[src/rtl/key_debounce_arbiter.sv]
// Multi-key debouncer: one shared stability timer, handed out round-robin to keys whose
// synchronised level disagrees with their debounced output.
module key_debounce_arbiter #(
   parameter int unsigned       N_KEYS   = 4,
   parameter int unsigned       IDX_BITS = 2,
   parameter int unsigned       NBITS    = 24,
   parameter logic [NBITS-1:0]  NUMBER   = 24'd10_000_000
) (
   input  logic                clk,
   input  logic                rst_n,
   input  logic [N_KEYS-1:0]   key_i,
   output logic [N_KEYS-1:0]   key_o,
   output logic [N_KEYS-1:0]   press_o,
   output logic [N_KEYS-1:0]   release_o,
   output logic                busy_o,
   output logic [IDX_BITS-1:0] grant_o
);

   typedef enum logic [1:0] {StIdle, StCount, StCommit} state_e;

   state_e              state_q, state_d;
   logic [N_KEYS-1:0]   sync1_q, sync2_q;
   logic [N_KEYS-1:0]   key_q, key_d;
   logic [N_KEYS-1:0]   press_q, press_d;
   logic [N_KEYS-1:0]   release_q, release_d;
   logic [IDX_BITS-1:0] ptr_q, ptr_d;
   logic [IDX_BITS-1:0] grant_q, grant_d;
   logic                tgt_q, tgt_d;
   logic [NBITS-1:0]    count_q, count_d;

   logic [N_KEYS-1:0]   pending;
   logic                found;
   logic [IDX_BITS-1:0] pick;
   logic [IDX_BITS-1:0] cand;

   function automatic logic [IDX_BITS-1:0] next_idx(input logic [IDX_BITS-1:0] i);
      if (32'(i) == N_KEYS - 1) return '0;
      else return i + 1'b1;
   endfunction

   // Level-based: a change stays pending until it is committed or the key reverts.
   assign pending = sync2_q ^ key_q;

   // First pending key at or after ptr, wrapping within N_KEYS.
   always_comb begin
      found = 1'b0;
      pick  = '0;
      cand  = '0;
      for (int unsigned off = 0; off < N_KEYS; off++) begin
         cand = IDX_BITS'((32'(ptr_q) + off) % N_KEYS);
         if (!found && pending[cand]) begin
            found = 1'b1;
            pick  = cand;
         end
      end
   end

   always_comb begin
      state_d   = state_q;
      ptr_d     = ptr_q;
      grant_d   = grant_q;
      tgt_d     = tgt_q;
      count_d   = count_q;
      key_d     = key_q;
      press_d   = '0;
      release_d = '0;
      unique case (state_q)
         StIdle: begin
            if (found) begin
               grant_d = pick;
               tgt_d   = sync2_q[pick];
               count_d = '0;
               state_d = StCount;
            end
         end
         StCount: begin
            if (sync2_q[grant_q] != tgt_q) begin
               ptr_d   = next_idx(grant_q);
               state_d = StIdle;
            end else if (count_q == NUMBER) begin
               state_d = StCommit;
            end else begin
               count_d = count_q + 1'b1;
            end
         end
         StCommit: begin
            key_d[grant_q]     = tgt_q;
            press_d[grant_q]   = tgt_q;
            release_d[grant_q] = ~tgt_q;
            ptr_d              = next_idx(grant_q);
            state_d            = StIdle;
         end
         default: state_d = StIdle;
      endcase
   end

   always_ff @(posedge clk or negedge rst_n) begin
      if (!rst_n) begin
         state_q   <= StIdle;
         sync1_q   <= '0;
         sync2_q   <= '0;
         key_q     <= '0;
         press_q   <= '0;
         release_q <= '0;
         ptr_q     <= '0;
         grant_q   <= '0;
         tgt_q     <= 1'b0;
         count_q   <= '0;
      end else begin
         state_q   <= state_d;
         sync1_q   <= key_i;
         sync2_q   <= sync1_q;
         key_q     <= key_d;
         press_q   <= press_d;
         release_q <= release_d;
         ptr_q     <= ptr_d;
         grant_q   <= grant_d;
         tgt_q     <= tgt_d;
         count_q   <= count_d;
      end
   end

   assign key_o     = key_q;
   assign press_o   = press_q;
   assign release_o = release_q;
   assign busy_o    = (state_q != StIdle);
   assign grant_o   = grant_q;

endmodule

[config.mk]
export PLATFORM = sky130hd
export DESIGN_NAME = key_debounce_arbiter
export DESIGN_NICKNAME = d
export VERILOG_FILES = /design/src/rtl/key_debounce_arbiter.sv
export SDC_FILE = /design/constraint.sdc
export NUM_CORES = 1
export LEC_CHECK = 0
export ABC_AREA = 1
export CELL_PAD_IN_SITES_DETAIL_PLACEMENT = 0
export CELL_PAD_IN_SITES_GLOBAL_PLACEMENT = 1
export CORE_MARGIN = 2
export CORE_UTILIZATION = 44
export CTS_CLUSTER_DIAMETER = 120
export DETAILED_ROUTE_END_ITERATION = 12
export PLACE_DENSITY = 0.78
export SYNTH_ARGS = -nofsm -noshare
export SYNTH_HDL_FRONTEND = slang
export SYNTH_SLANG_ARGS = --single-unit
[constraint.sdc]
create_clock -name clk -period 2.5 [get_ports clk]
set_clock_uncertainty 0.2 [all_clocks]
set_input_delay 0.5 -clock clk [delete_from_list [all_inputs] [get_ports clk]]
set_output_delay 0.5 -clock clk [all_outputs]
set_load 0.01 [all_outputs]
### Word level (Yosys, flattened, before mapping)

Cells that the tools add are included.

| operators by class | value |
|---|---|
| add/subtract/negate cells | 5 |
| order comparisons | 7 |
| equal/unequal tests | 10 |
| muxes and demuxes | 36 |
| bitwise logic cells | 4 |
| reductions and logical operators | 15 |

Operator list:

| cell | count |
|---|---|
| $mux W24 | 3 |
| $pmux W24 S2 | 1 |
| $add A24 B1 Y24 const B | 1 |
| $eq A24 B24 Y1 const B | 1 |
| $lt A2 B3 Y1 const B | 6 |
| $mux W2 | 9 |
| $bmux W1 S2 | 6 |
| $mux W1 | 11 |
| $and A4 B4 Y4 | 2 |
| $mux W4 | 2 |
| $ne A2 B2 Y1 const B | 4 |
| $pmux W2 S2 | 2 |
| $reduce_and A2 Y1 | 3 |
| $reduce_bool A2 Y1 | 3 |
| $add A2 B1 Y2 const B | 2 |
| $add A2 B2 Y2 const B | 2 |
| $bwmux W4 | 1 |
| $eq A2 B2 Y1 const B | 2 |
| $logic_and A1 B1 Y1 | 4 |
| $reduce_and A4 Y1 | 1 |
| $xor A4 B4 Y4 | 1 |
| $logic_not A1 Y1 | 3 |
| $ne A3 B3 Y1 const B | 1 |
| $demux W1 S2 | 1 |
| 5 further kinds | 5 |

| storage, ports and cells | value |
|---|---|
| register bits after elaboration | 51 |
| input port bits | 6 |
| output and inout bits | 15 |
| logic and storage cells | 87 |

### Logic depth before layout (Yosys ltp)

Gate-level depths: netlist of the first run.

| depth | value |
|---|---|
| word-level depth | 15 |
| gate-level depth with buffers | 16 |
| mapped depth without buffers | 16 |

### Least setup slack after synthesis of the first run

No wires, ideal clock.

| path | value |
|---|---|
| path kind | flip-flop to flip-flop |
| start point | reg ptr_q[0] |
| end point | reg count_q[14] |
| data arrival time | 1.710 ns |
| data required time | 2.175 ns |
| slack | 0.464 ns |
| stages on the path, launching flop included | 10 |
| path buffers | 2 |
| cells stage by stage | dfrtp_1 buf_6 xnor2_1 nand3_1 nand2_2 nand4_4 nand2_4 nand2_4 buf_6 mux2_4 |

| on the way | value |
|---|---|
| cells in the longest elaborated chain, start to end | 14 |
| elaborated cells on any way between the ends | 23 |

RTL lines:

| element | line | RTL |
|---|---|---|
| start, declared | 26 | `logic [IDX_BITS-1:0] ptr_q, ptr_d;` |
| start signal, assigned | 116 | `ptr_q <= ptr_d;` |
| parallel branches: the longest is 11 deep, another holds $add A2 B1 Y2 | n/a |  |
| $mux W1 * | 51 | `if (!found && pending[cand]) begin` |
| $ne A2 B2 Y1 (no line) * | n/a |  |
| $reduce_and A4 Y1 (no line) * | n/a |  |
| end signal, assigned | 119 | `count_q <= count_d;` |
| end, declared | 29 | `logic [NBITS-1:0] count_q, count_d;` |

Every way passes the cells marked *. The select of a mux whose other input is x is not followed.
A chain may end at the register's enable or synchronous reset.

### Worst setup path after layout of the first run

| path | value |
|---|---|
| start point | reg grant_q[1] (netlist: grant_o[1]) |
| end point | reg count_q[11] |

| on the way | value |
|---|---|
| cells in the longest elaborated chain, start to end | 5 |

RTL lines:

| element | line | RTL |
|---|---|---|
| start, declared | 27 | `logic [IDX_BITS-1:0] grant_q, grant_d;` |
| start signal, assigned | 117 | `grant_q <= grant_d;` |
| $bmux W1 S2 | 77 | `if (sync2_q[grant_q] != tgt_q) begin` |
| $mux W1 (implied by the code) | 77 |  |
| $ne A1 B1 Y1 | 77 |  |
| $ne A2 B2 Y1 (no line) | n/a |  |
| $reduce_and A4 Y1 (no line) | n/a |  |

Every way passes these cells. The select of a mux whose other input is x is not followed.

==> results of run 1 <==
worst paths after layout:
check	depth (start not counted)	from	endpoint	slack, ns
max	9	grant_o[1]$_DFFE_PN0P_	count_q[11]$_DFFE_PN0P_	0.19
min	0	sync1_q[1]$_DFF_PN0_	sync2_q[1]$_DFF_PN0_	0.16
max reg2reg	9	grant_o[1]$_DFFE_PN0P_	count_q[11]$_DFFE_PN0P_	0.19
min reg2reg	0	sync1_q[1]$_DFF_PN0_	sync2_q[1]$_DFF_PN0_	0.16
max in group asynchronous	3	rst_n	count_q[19]$_DFFE_PN0P_	1.10
min in group asynchronous	2	rst_n	release_o[0]$_DFF_PN0_	0.41
power by group through the flow:
stage	Sequential [mW]	Clock, mW	Combinational [mW]
floorplan	0.981	0	1.11
finish	1.04	0.519	1.33
global placement	1.05	0	1.34
global route	1.06	0.570	1.50
CTS	1.04	0.531	1.35
detailed placement	1.05	0	1.34
cell families after synthesis:
family | count (synthesis) | synth area share (%)
and+or+nand+nor | 204 | 32.1
DFF | 51 | 43.6
buffers and inverters | 44 | 6.28
AOI/OAI and AO/OA | 29 | 5.04
xor gates and xnor gates | 19 | 5.94
muxes | 10 | 4.49
adders and majority gates | 6 | 2.56
cell type report:
| cell class | count | share of cell area [%] |
|---|---|---|
| well taps | 77 | 2.87 |
| inverters | 37 | 4.13 |
| repair buffers | 31 | 8.34 |
| multi-input cells | 268 | 43.7 |
| clock buffers | 6 | 2.46 |
| clock inverters | 2 | 0.484 |
| flip-flops and latches | 51 | 38.0 |
Yosys cell counts (3+ instances only):
| master | n |
|---|---|
| xor2_1 | 13 |
| nor4_1 | 5 |
| o21ai_1 | 6 |
| buf_2 | 3 |
| o21ai_0 | 10 |
| nand2_1 | 73 |
| nor2_1 | 41 |
| inv_1 | 35 |
| dfrtp_1 | 51 |
| ha_1 | 6 |
| nor3_1 | 11 |
| xnor2_1 | 5 |
| nand3_1 | 54 |
| nand4_1 | 11 |
| mux2_2 | 3 |
| a21oi_1 | 12 |
| mux2_4 | 5 |
per-layer routing:
metal	share of wire, %	vias to the layer above
met5	0	-
met4	2.7	0
met3	2.4	15
met2	50	42
met1	45	1184
li1	-	1257
repair_timing:
action | 4_1_cts | 5_1_grt
setup endpoints to repair | 0 | 12
gates resized for setup | 0 | 1
endpoints found under the hold margin | 12 | 0
hold buffers | 1 | 0
registers in the layout, indices dropped and copies added (netlist names):
register   count
sync2_q        4
release_o      4
tgt_q          1
state_q        2
sync1_q        4
press_o        4
key_o          4
count_q       24
grant_o        2
ptr_q          2
==> summary.md, run 1 <==
| Metric | Value |
|---|---|
| Area grow syn2layout | 14.7% |
| Yosys warnings | 0 |
| Combinational share of power | 46.1% |
| Hpwl dp | 5180 um |
| M1 GR Usage | 24.6% |
| Commonest cells after routing, fill and taps aside | nand2_1, nand3_1, dfrtp_1, nor2_1, inv_1 |
| Leakage | 1.50 nW |
| Vias in the first global route | 2,439 |
| Clock Pin Slew Worst Setup and Hold Paths | 0.10 ns |
| Top Ports | 21 |
| Yosys top cell area share | 43.6% |
| CTS tree | done |
| Worst Setup End Kind | flip-flop |
| Synth area leaders | dfrtp_1, nand2_1, nand3_1 |
| I/O Buffers | 20 |
| Clock buffer depth | 2 |
| Fin cells | 472 |
| First-pass GRT wire length | 11,400 um |
| Switch share | 45.2% |
| # H-tree levels | 2 |
| Ys flop type | dfrtp_1 |
| Outcome | completed |
| RSZ-0062 raised after global routing | no |
| Max_cap viols | 0 |
| CP max stage cell | dfrtp_1 |
| Final setup fails | 0 |
| Req. time, crit path | 2.50 ns |
| Largest net degree at the start of global routing | 36 |
| Initial DRC count | 103 |
| Slew headroom | 70.2% |
| Worst slew pin tran | 0.442 ns |
| Postcts setup bufs | 0 |
| M2 GR Usage | 34.1% |
| Rows | 29 |
| Yosys reg bits | 51 |
| Syn Area/Cell | 8.07 um2 |
| Clock period minus worst slack | 2.31 ns |
| Crit Path Category | flip-flop to flip-flop |
| Nets | 406 |
| Drt pass-1 iters | 4 |
| Sequential-to-total area share from yosys stat | 43.6% |
| Antenna viol nets, final | 0 |
| Worst-skew pair later-pin latency | 0.30 ns |
| Final worst-path cycle share | 92.2% |
| Power Density | 860 mW/mm2 |
| Met3 Use GR | 2.69% |
| Crit-path cells | inv_1 -> a21oi_1 -> o21ai_0 -> nand2_1 -> xnor2_1 -> nor2_1 -> nand2_2 -> nand2_4 -> mux2_2 |
| CTS sink count | 51 |
| Core Util, Final | 52.6% |
| GRT Resource Usage Total | 19.6% |
| Via density | 5.29 |
| Synth area leader | dfrtp_1 |
| Setup TNS | 0 ns |
| Max frequency | 0.434 GHz |
| Core area | 0.00639 mm2 |
| Die extent in x | 85.6 um |
| Crit Path Max Fanout | 35 |
| Filler cells | 613 |
| CP startpoint kind | flip-flop |
| Clock power share | 18.0% |
| Initial Utilization | 45.8% |
| Total number of vias | 2,498 |
| Seq. cell area | 0.00128 mm2 |
| Psw | 1.31 mW |
| Total Wirelength | 6780 um |
| Layout cells sized above 1 | 9.62% |
| Cells after Synth | 363 |
| Crit path max-delay family | simple AND/OR/NAND/NOR gates |
| Worst vdd ir | 0.000428 V |
| Commonest non-fill, non-tap cell in the layout | nand2_1 |
| Diode count | 0 |
| Cts bufs inserted | 5 |
| Final Instance Area | 0.00336 mm2 |
| Placer congestion estimate | 0.882 |
| Seq pwr share | 36.0% |
| Synth async-reset ratio | 100% |
| Yosys cell types | 30 |
| Final Hold Fails | 0 |
| Pre-CTS WS | 0.0889 ns |
| Congestion Overflow GR | 0 |
| Slew Limit Fails | 0 |
| Post-route DRC | 0 |
| Die height | 85.6 um |
| EDFF count, synth | 0 |
| GRT busiest layer | met2 |
| Mapped Nets | 375 |
| CTS root buf | clkbuf_8 |
| Antenna violations before repair | 0 |
| Number of instances in the placed design | 463 |
| Buf/Inv on CP | 1 |
| Placement Cell Area | 0.00325 mm2 |
| Min Hold Slack | 0.157 ns |
| Cell Int Power | 1.58 mW |
| Syn Std Cell Area | 0.00293 mm2 |
| Multi-input logic area | 0.00147 mm2 |
| Critical path data arrival time | 2.30 ns |
| Routed WL per cell | 14.4 um |
| Tot Pwr | 2.89 mW |
| Final setup margin | 0.195 ns |
| Slowest stage delay, CP | 0.45 ns |
| Die area | 0.00732 mm2 |
| Hold crit path type | flip-flop to flip-flop |
Power figures use the tool's default switching activity.
==> run 2, diff against run 1 <==
- PLACE_DENSITY: 0.78 -> 0.84
==> run 2 against run 1 <==
Against the previous run: sequential power barely moved; sequential share of layout area up 0.21 points; critical path type unchanged; critical path depth decreased by 1; maximum frequency grew 0.54%; via count rose by 2.5%.
==> summary.md, run 2 (same netlist as run 1, synthesis figures left out) <==
| Metric | Value |
|---|---|
| Outcome | completed (unchanged) |
| Area grow syn2layout | 14.1% (was 14.7%) |
| Worst slew pin tran | 0.538 ns (was 0.442 ns) |
| Clock period minus worst slack | 2.29 ns (was 2.31 ns) |
| Power Density | 843 mW/mm2 (was 860 mW/mm2) |
| Initial DRC count | 99 (was 103) |
| Worst Setup End Kind | flip-flop (unchanged) |
| Rows | 29 (unchanged) |
| Post-route DRC | 0 (unchanged) |
| I/O Buffers | 20 (unchanged) |
| Postcts setup bufs | 0 (unchanged) |
| Vias in the first global route | 2,552 (was 2,439) |
| Placement Cell Area | 0.00326 mm2 (was 0.00325 mm2) |
| Initial Utilization | 45.8% (unchanged) |
| CP startpoint | ptr_q[0]$_DFFE_PN0P_ (was grant_o[1]$_DFFE_PN0P_) |
| Antenna violations before repair | 0 (unchanged) |
| Slew Limit Fails | 0 (unchanged) |
| Most flops, register | count_q (unchanged) |
| Clock buffer depth | 2 (unchanged) |
| Worst vdd ir | 0.000485 V (was 0.000428 V) |
| Top Ports | 21 (unchanged) |
| Via density | 5.44 (was 5.29) |
| Clock Pin Slew Worst Setup and Hold Paths | 0.09 ns (was 0.10 ns) |
| Min Hold Slack | 0.156 ns (was 0.157 ns) |
| Crit-path cells | inv_2 -> nand3_1 -> nand3_1 -> nand2_2 -> nand4_4 -> nand2_4 -> nand2_4 -> mux2_2 (was inv_1 -> a21oi_1 -> o21ai_0 -> nand2_1 -> xnor2_1 -> nor2_1 -> nand2_2 -> nand2_4 -> mux2_2) |
| Cts bufs inserted | 5 (unchanged) |
| Final setup fails | 0 (unchanged) |
| Antenna viol nets, final | 0 (unchanged) |
| Final worst-path cycle share | 91.7% (was 92.2%) |
| Max_cap viols | 0 (unchanged) |
| Cells on worst reg2reg path | 8 (was 9) |
| Core Util, Final | 52.3% (was 52.6%) |
| Die height | 85.6 um (unchanged) |
| Leakage | 1.50 nW (about the same) |
| Hold Crit Depth | 0 (unchanged) |
| CP max stage cell | dfrtp_2 (was dfrtp_1) |
| CTS root buf | clkbuf_8 (unchanged) |
| Critical path data arrival time | 2.28 ns (was 2.30 ns) |
| Filler cells | 631 (was 613) |
| Reg2reg start | ptr_q[0]$_DFFE_PN0P_ (was grant_o[1]$_DFFE_PN0P_) |
| Congestion Overflow GR | 0 (unchanged) |
| Diode count | 0 (unchanged) |
| R2r endpoint | count_q[11]$_DFFE_PN0P_ (unchanged) |
| Crit Path Max Fanout | 35 (unchanged) |
| Final Instance Area | 0.00334 mm2 (was 0.00336 mm2) |
| Total Wirelength | 6860 um (was 6780 um) |
| Final Hold Fails | 0 (unchanged) |
| Commonest non-fill, non-tap cell in the layout | nand2_1 (unchanged) |
| Pre-CTS WS | 0.112 ns (was 0.0889 ns) |
| Worst reg2reg setup slack | 0.21 ns (was 0.19 ns) |
| CP startpoint kind | flip-flop (unchanged) |
| Commonest cells after routing, fill and taps aside | nand2_1, nand3_1, dfrtp_1, nor2_1, inv_1 (unchanged) |
| CTS sink count | 51 (unchanged) |
| RSZ-0062 raised after global routing | no (unchanged) |
| Hold path start | sync1_q[0]$_DFF_PN0_ (was sync1_q[1]$_DFF_PN0_) |
| Layout cells sized above 1 | 9.14% (was 9.62%) |
| Total number of vias | 2,561 (was 2,498) |
| Die area | 0.00732 mm2 (unchanged) |
| Buf/Inv on CP | 1 (unchanged) |
| Slew headroom | 64.1% (was 70.2%) |
| WHS Endpoint | sync2_q[0]$_DFF_PN0_ (was sync2_q[1]$_DFF_PN0_) |
| Crit Path Category | flip-flop to flip-flop (unchanged) |
| Worst-skew pair later-pin latency | 0.30 ns (about the same) |
| GRT Resource Usage Total | 19.8% (was 19.6%) |
| Final setup margin | 0.207 ns (was 0.195 ns) |
| Largest net degree at the start of global routing | 36 (unchanged) |
| Core area | 0.00639 mm2 (unchanged) |
| Hpwl dp | 5300 um (was 5180 um) |
| Tot Pwr | 2.82 mW (was 2.89 mW) |
| Req. time, crit path | 2.49 ns (was 2.50 ns) |
| Number of instances in the placed design | 464 (was 463) |
| Placer congestion estimate | 0.901 (was 0.882) |
| Hold crit path type | flip-flop to flip-flop (unchanged) |
| Drt pass-1 iters | 4 (unchanged) |
| Fin cells | 471 (was 472) |
| First-pass GRT wire length | 11,600 um (was 11,400 um) |
| Nets | 407 (was 406) |
| Setup TNS | 0 ns (unchanged) |
| Max frequency | 0.436 GHz (was 0.434 GHz) |
| Largest register FFs | 24 (unchanged) |
| # H-tree levels | 2 (unchanged) |
| Slowest stage delay, CP | 0.51 ns (was 0.45 ns) |
| CTS tree | done (unchanged) |
| Die extent in x | 85.6 um (unchanged) |
| Crit path max-delay family | simple AND/OR/NAND/NOR gates (unchanged) |
| Routed WL per cell | 14.6 um (was 14.4 um) |
==> run 2: final cells by class <==
cell class / instances / area (um2) / share of cell area (%)
inverter: 37 / 139 / 4.16
tap: 77 / 96.3 / 2.88
clock buffer: 6 / 72.6 / 2.17
sequential: 51 / 1280 / 38.2
multi-input combinational: 268 / 1470 / 43.9
timing repair buffer: 32 / 288 / 8.61
==> run 2: per-layer routing <==
metal	up-vias	GRT usage (%)	share of wire, %
met5	-	0	0
met1	1236	24.3	44
li1	1261	-	-
met3	13	2.89	3.3
met2	51	36.4	51
met4	0	5.48	1.8
==> run 2: power breakdown <==
group          leakage, nW  internal [mW]  switching [mW]
clock network       0.0371          0.187           0.257
registers            0.680          0.905           0.134
logic                0.782          0.453           0.880
==> run 2: worst max path at each step <==
stage                                    to  slack (ns)  cells past startpoint
floorplan           count_q[14]$_DFFE_PN0P_        0.46                      9
global placement    count_q[12]$_DFFE_PN0P_        0.18                      8
detailed placement  count_q[12]$_DFFE_PN0P_        0.11                      8
CTS                 count_q[12]$_DFFE_PN0P_         0.1                      8
global route        count_q[11]$_DFFE_PN0P_        0.06                      8
finish              count_q[11]$_DFFE_PN0P_        0.21                      8
==> run 2: what timing repair did <==
action,4_1_cts,5_1_grt
hold endpoints to repair,23,0
gates resized for setup,0,1
hold buffers,1,0
setup endpoints to repair,0,11
==> run 3, diff against run 2 <==
- CORE_ASPECT_RATIO: not set -> 1.75
==> run 3 against run 2 <==
Against the previous run: wire length increased by 6.2%; non-clock buffer count is 1 lower; total power increased by 13%; largest cell class unchanged.
==> summary.md, run 3 (same netlist as run 1, synthesis figures left out) <==
| Metric | Value |
|---|---|
| CTS tree | done (unchanged) |
| Power Density | 923 mW/mm2 (was 843 mW/mm2) |
| Clock buffer depth | 2 (unchanged) |
| Rows | 39 (was 29) |
| Final setup fails | 0 (unchanged) |
| Core area | 0.00649 mm2 (was 0.00639 mm2) |
| Area grow syn2layout | 17.3% (was 14.1%) |
| Commonest non-fill, non-tap cell in the layout | nand2_1 (unchanged) |
| RSZ-0062 raised after global routing | no (unchanged) |
| Slew Limit Fails | 0 (unchanged) |
| Layout cells sized above 1 | 9.87% (was 9.14%) |
| Final Hold Fails | 0 (unchanged) |
| Cells on worst reg2reg path | 8 (unchanged) |
| Largest register FFs | 24 (unchanged) |
| Req. time, crit path | 2.48 ns (was 2.49 ns) |
| Placer congestion estimate | 0.902 (was 0.901) |
| Crit Path Category | flip-flop to flip-flop (unchanged) |
| Diode count | 0 (unchanged) |
| Top Ports | 21 (unchanged) |
| GRT Resource Usage Total | 21.9% (was 19.8%) |
| Slew headroom | 57.6% (was 64.1%) |
| Congestion Overflow GR | 0 (unchanged) |
| Postcts setup bufs | 0 (unchanged) |
| Vias in the first global route | 2,564 (was 2,552) |
| Crit path max-delay family | simple AND/OR/NAND/NOR gates (unchanged) |
| Min Hold Slack | 0.114 ns (was 0.156 ns) |
| I/O Buffers | 20 (unchanged) |
| Hold crit path type | input port to async pin (was flip-flop to flip-flop) |
| Outcome | completed (unchanged) |
| Worst slew pin tran | 0.636 ns (was 0.538 ns) |
| Buf/Inv on CP | 1 (unchanged) |
| Nets | 406 (was 407) |
| Die height | 112 um (was 85.6 um) |
| Tot Pwr | 3.17 mW (was 2.82 mW) |
| Antenna viol nets, final | 0 (unchanged) |
| Final worst-path cycle share | 92.4% (was 91.7%) |
| CTS root buf | clkbuf_16 (was clkbuf_8) |
| Cts bufs inserted | 5 (unchanged) |
| Antenna violations before repair | 0 (unchanged) |
| Placement Cell Area | 0.00326 mm2 (about the same) |
| Initial DRC count | 109 (was 99) |
| Via density | 5.38 (was 5.44) |
| Setup TNS | 0 ns (unchanged) |
| Largest net degree at the start of global routing | 52 (was 36) |
| Final setup margin | 0.189 ns (was 0.207 ns) |
| Filler cells | 638 (was 631) |
| Pre-CTS WS | 0.0972 ns (was 0.112 ns) |
| Leakage | 1.54 nW (was 1.50 nW) |
| Initial Utilization | 45.1% (was 45.8%) |
| Worst vdd ir | 0.000509 V (was 0.000485 V) |
| Post-route DRC | 0 (unchanged) |
| Crit-path cells | inv_2 -> nand3_1 -> nand3_1 -> nand2_1 -> nand4_4 -> nand2_4 -> nand2_4 -> mux2_2 (was inv_2 -> nand3_1 -> nand3_1 -> nand2_2 -> nand4_4 -> nand2_4 -> nand2_4 -> mux2_2) |
| Final Instance Area | 0.00343 mm2 (was 0.00334 mm2) |
| Clock Pin Slew Worst Setup and Hold Paths | 0.07 ns (was 0.09 ns) |
| Worst Setup End Kind | flip-flop (unchanged) |
| Slowest stage delay, CP | 0.50 ns (was 0.51 ns) |
| First-pass GRT wire length | 12,100 um (was 11,600 um) |
| WP depth | 8 (unchanged) |
| Clock period minus worst slack | 2.31 ns (was 2.29 ns) |
| Drt pass-1 iters | 4 (unchanged) |
| Hold_buf cts | 0 (was 1) |
| Max frequency | 0.433 GHz (was 0.436 GHz) |
| Max_cap viols | 0 (unchanged) |
| Hpwl dp | 5660 um (was 5300 um) |
| Die area | 0.00735 mm2 (was 0.00732 mm2) |
| Worst-skew pair later-pin latency | 0.29 ns (was 0.30 ns) |
| Total Wirelength | 7290 um (was 6860 um) |
| Most flops, register | count_q (unchanged) |
| Total number of vias | 2,567 (was 2,561) |
| CP startpoint kind | flip-flop (unchanged) |
| Die extent in x | 65.7 um (was 85.6 um) |
| Routed WL per cell | 15.3 um (was 14.6 um) |
| Crit Path Max Fanout | 35 (unchanged) |
| Commonest cells after routing, fill and taps aside | nand2_1, nand3_1, dfrtp_1, nor2_1, inv_1 (unchanged) |
| Critical path data arrival time | 2.29 ns (was 2.28 ns) |
| # H-tree levels | 2 (unchanged) |
| CTS sink count | 51 (unchanged) |
| CP max stage cell | dfrtp_2 (unchanged) |
-- run 3: cell count changes in the layout (fill, tap and decap cells not counted) --
cell           change
clkbuf_16          +5
clkinv_2           +1
clkbuf_8           -5
dlygate4sd3_1      -1
bufinv_16          +1
clkbuf_1           -1
clkinv_4           +1
-- run 3: path summary, 6_finish.rpt --
path                            slack, ns                 start                     end
worst max-delay path                 0.19  ptr_q[0]$_DFFE_PN0P_  count_q[9]$_DFFE_PN0P_
worst min-delay path                 0.11                 rst_n  count_q[1]$_DFFE_PN0P_
worst max register to register       0.19  ptr_q[0]$_DFFE_PN0P_  count_q[9]$_DFFE_PN0P_
worst min register to register       0.15  sync1_q[1]$_DFF_PN0_    sync2_q[1]$_DFF_PN0_
max in group asynchronous            1.53                 rst_n    ptr_q[0]$_DFFE_PN0P_
min in group clk                     0.15  sync1_q[1]$_DFF_PN0_    sync2_q[1]$_DFF_PN0_
-- run 3: power breakdown --
group,switching [mW],internal (mW)
Clock,0.292,0.472
Sequential,0.118,0.907
Combinational,0.920,0.462
-- run 3: metal layers --
layer / wire [um] / GRT usage, % / up-vias
li1: - / - / 1268
met1: 2560 / 22.1 / 1236
met2: 4230 / 40.7 / 42
met3: 138 / 3.54 / 21
met4: 360 / 12.1 / 0
met5: 0 / 0 / -
-- run 3: final cells by class --
| cell class | count | area, um2 | area share (%) |
|---|---|---|---|
| multi-input cells | 268 | 1470 | 42.7 |
| inverters | 37 | 139 | 4.05 |
| repair buffers | 31 | 278 | 8.09 |
| clock inverters | 3 | 43.8 | 1.28 |
| well taps | 82 | 103 | 2.99 |
| clock buffers | 5 | 125 | 3.64 |
| flip-flops and latches | 51 | 1280 | 37.2 |
-- run 3: repair_timing --
action | in CTS | in global routing
gates resized for setup | 0 | 1
hold endpoints to repair | 0 | 0
endpoints found under the setup margin | 0 | 11
-- run 3: stage by stage --
stage | std cells | util (%)
2_1_floorplan | 363 | -
3_3_place_gp | 469 | 50.3
3_5_place_dp | 469 | 50.3
4_1_cts | 477 | 52.9
5_1_grt | 477 | 52.9
6_report | 477 | 52.9
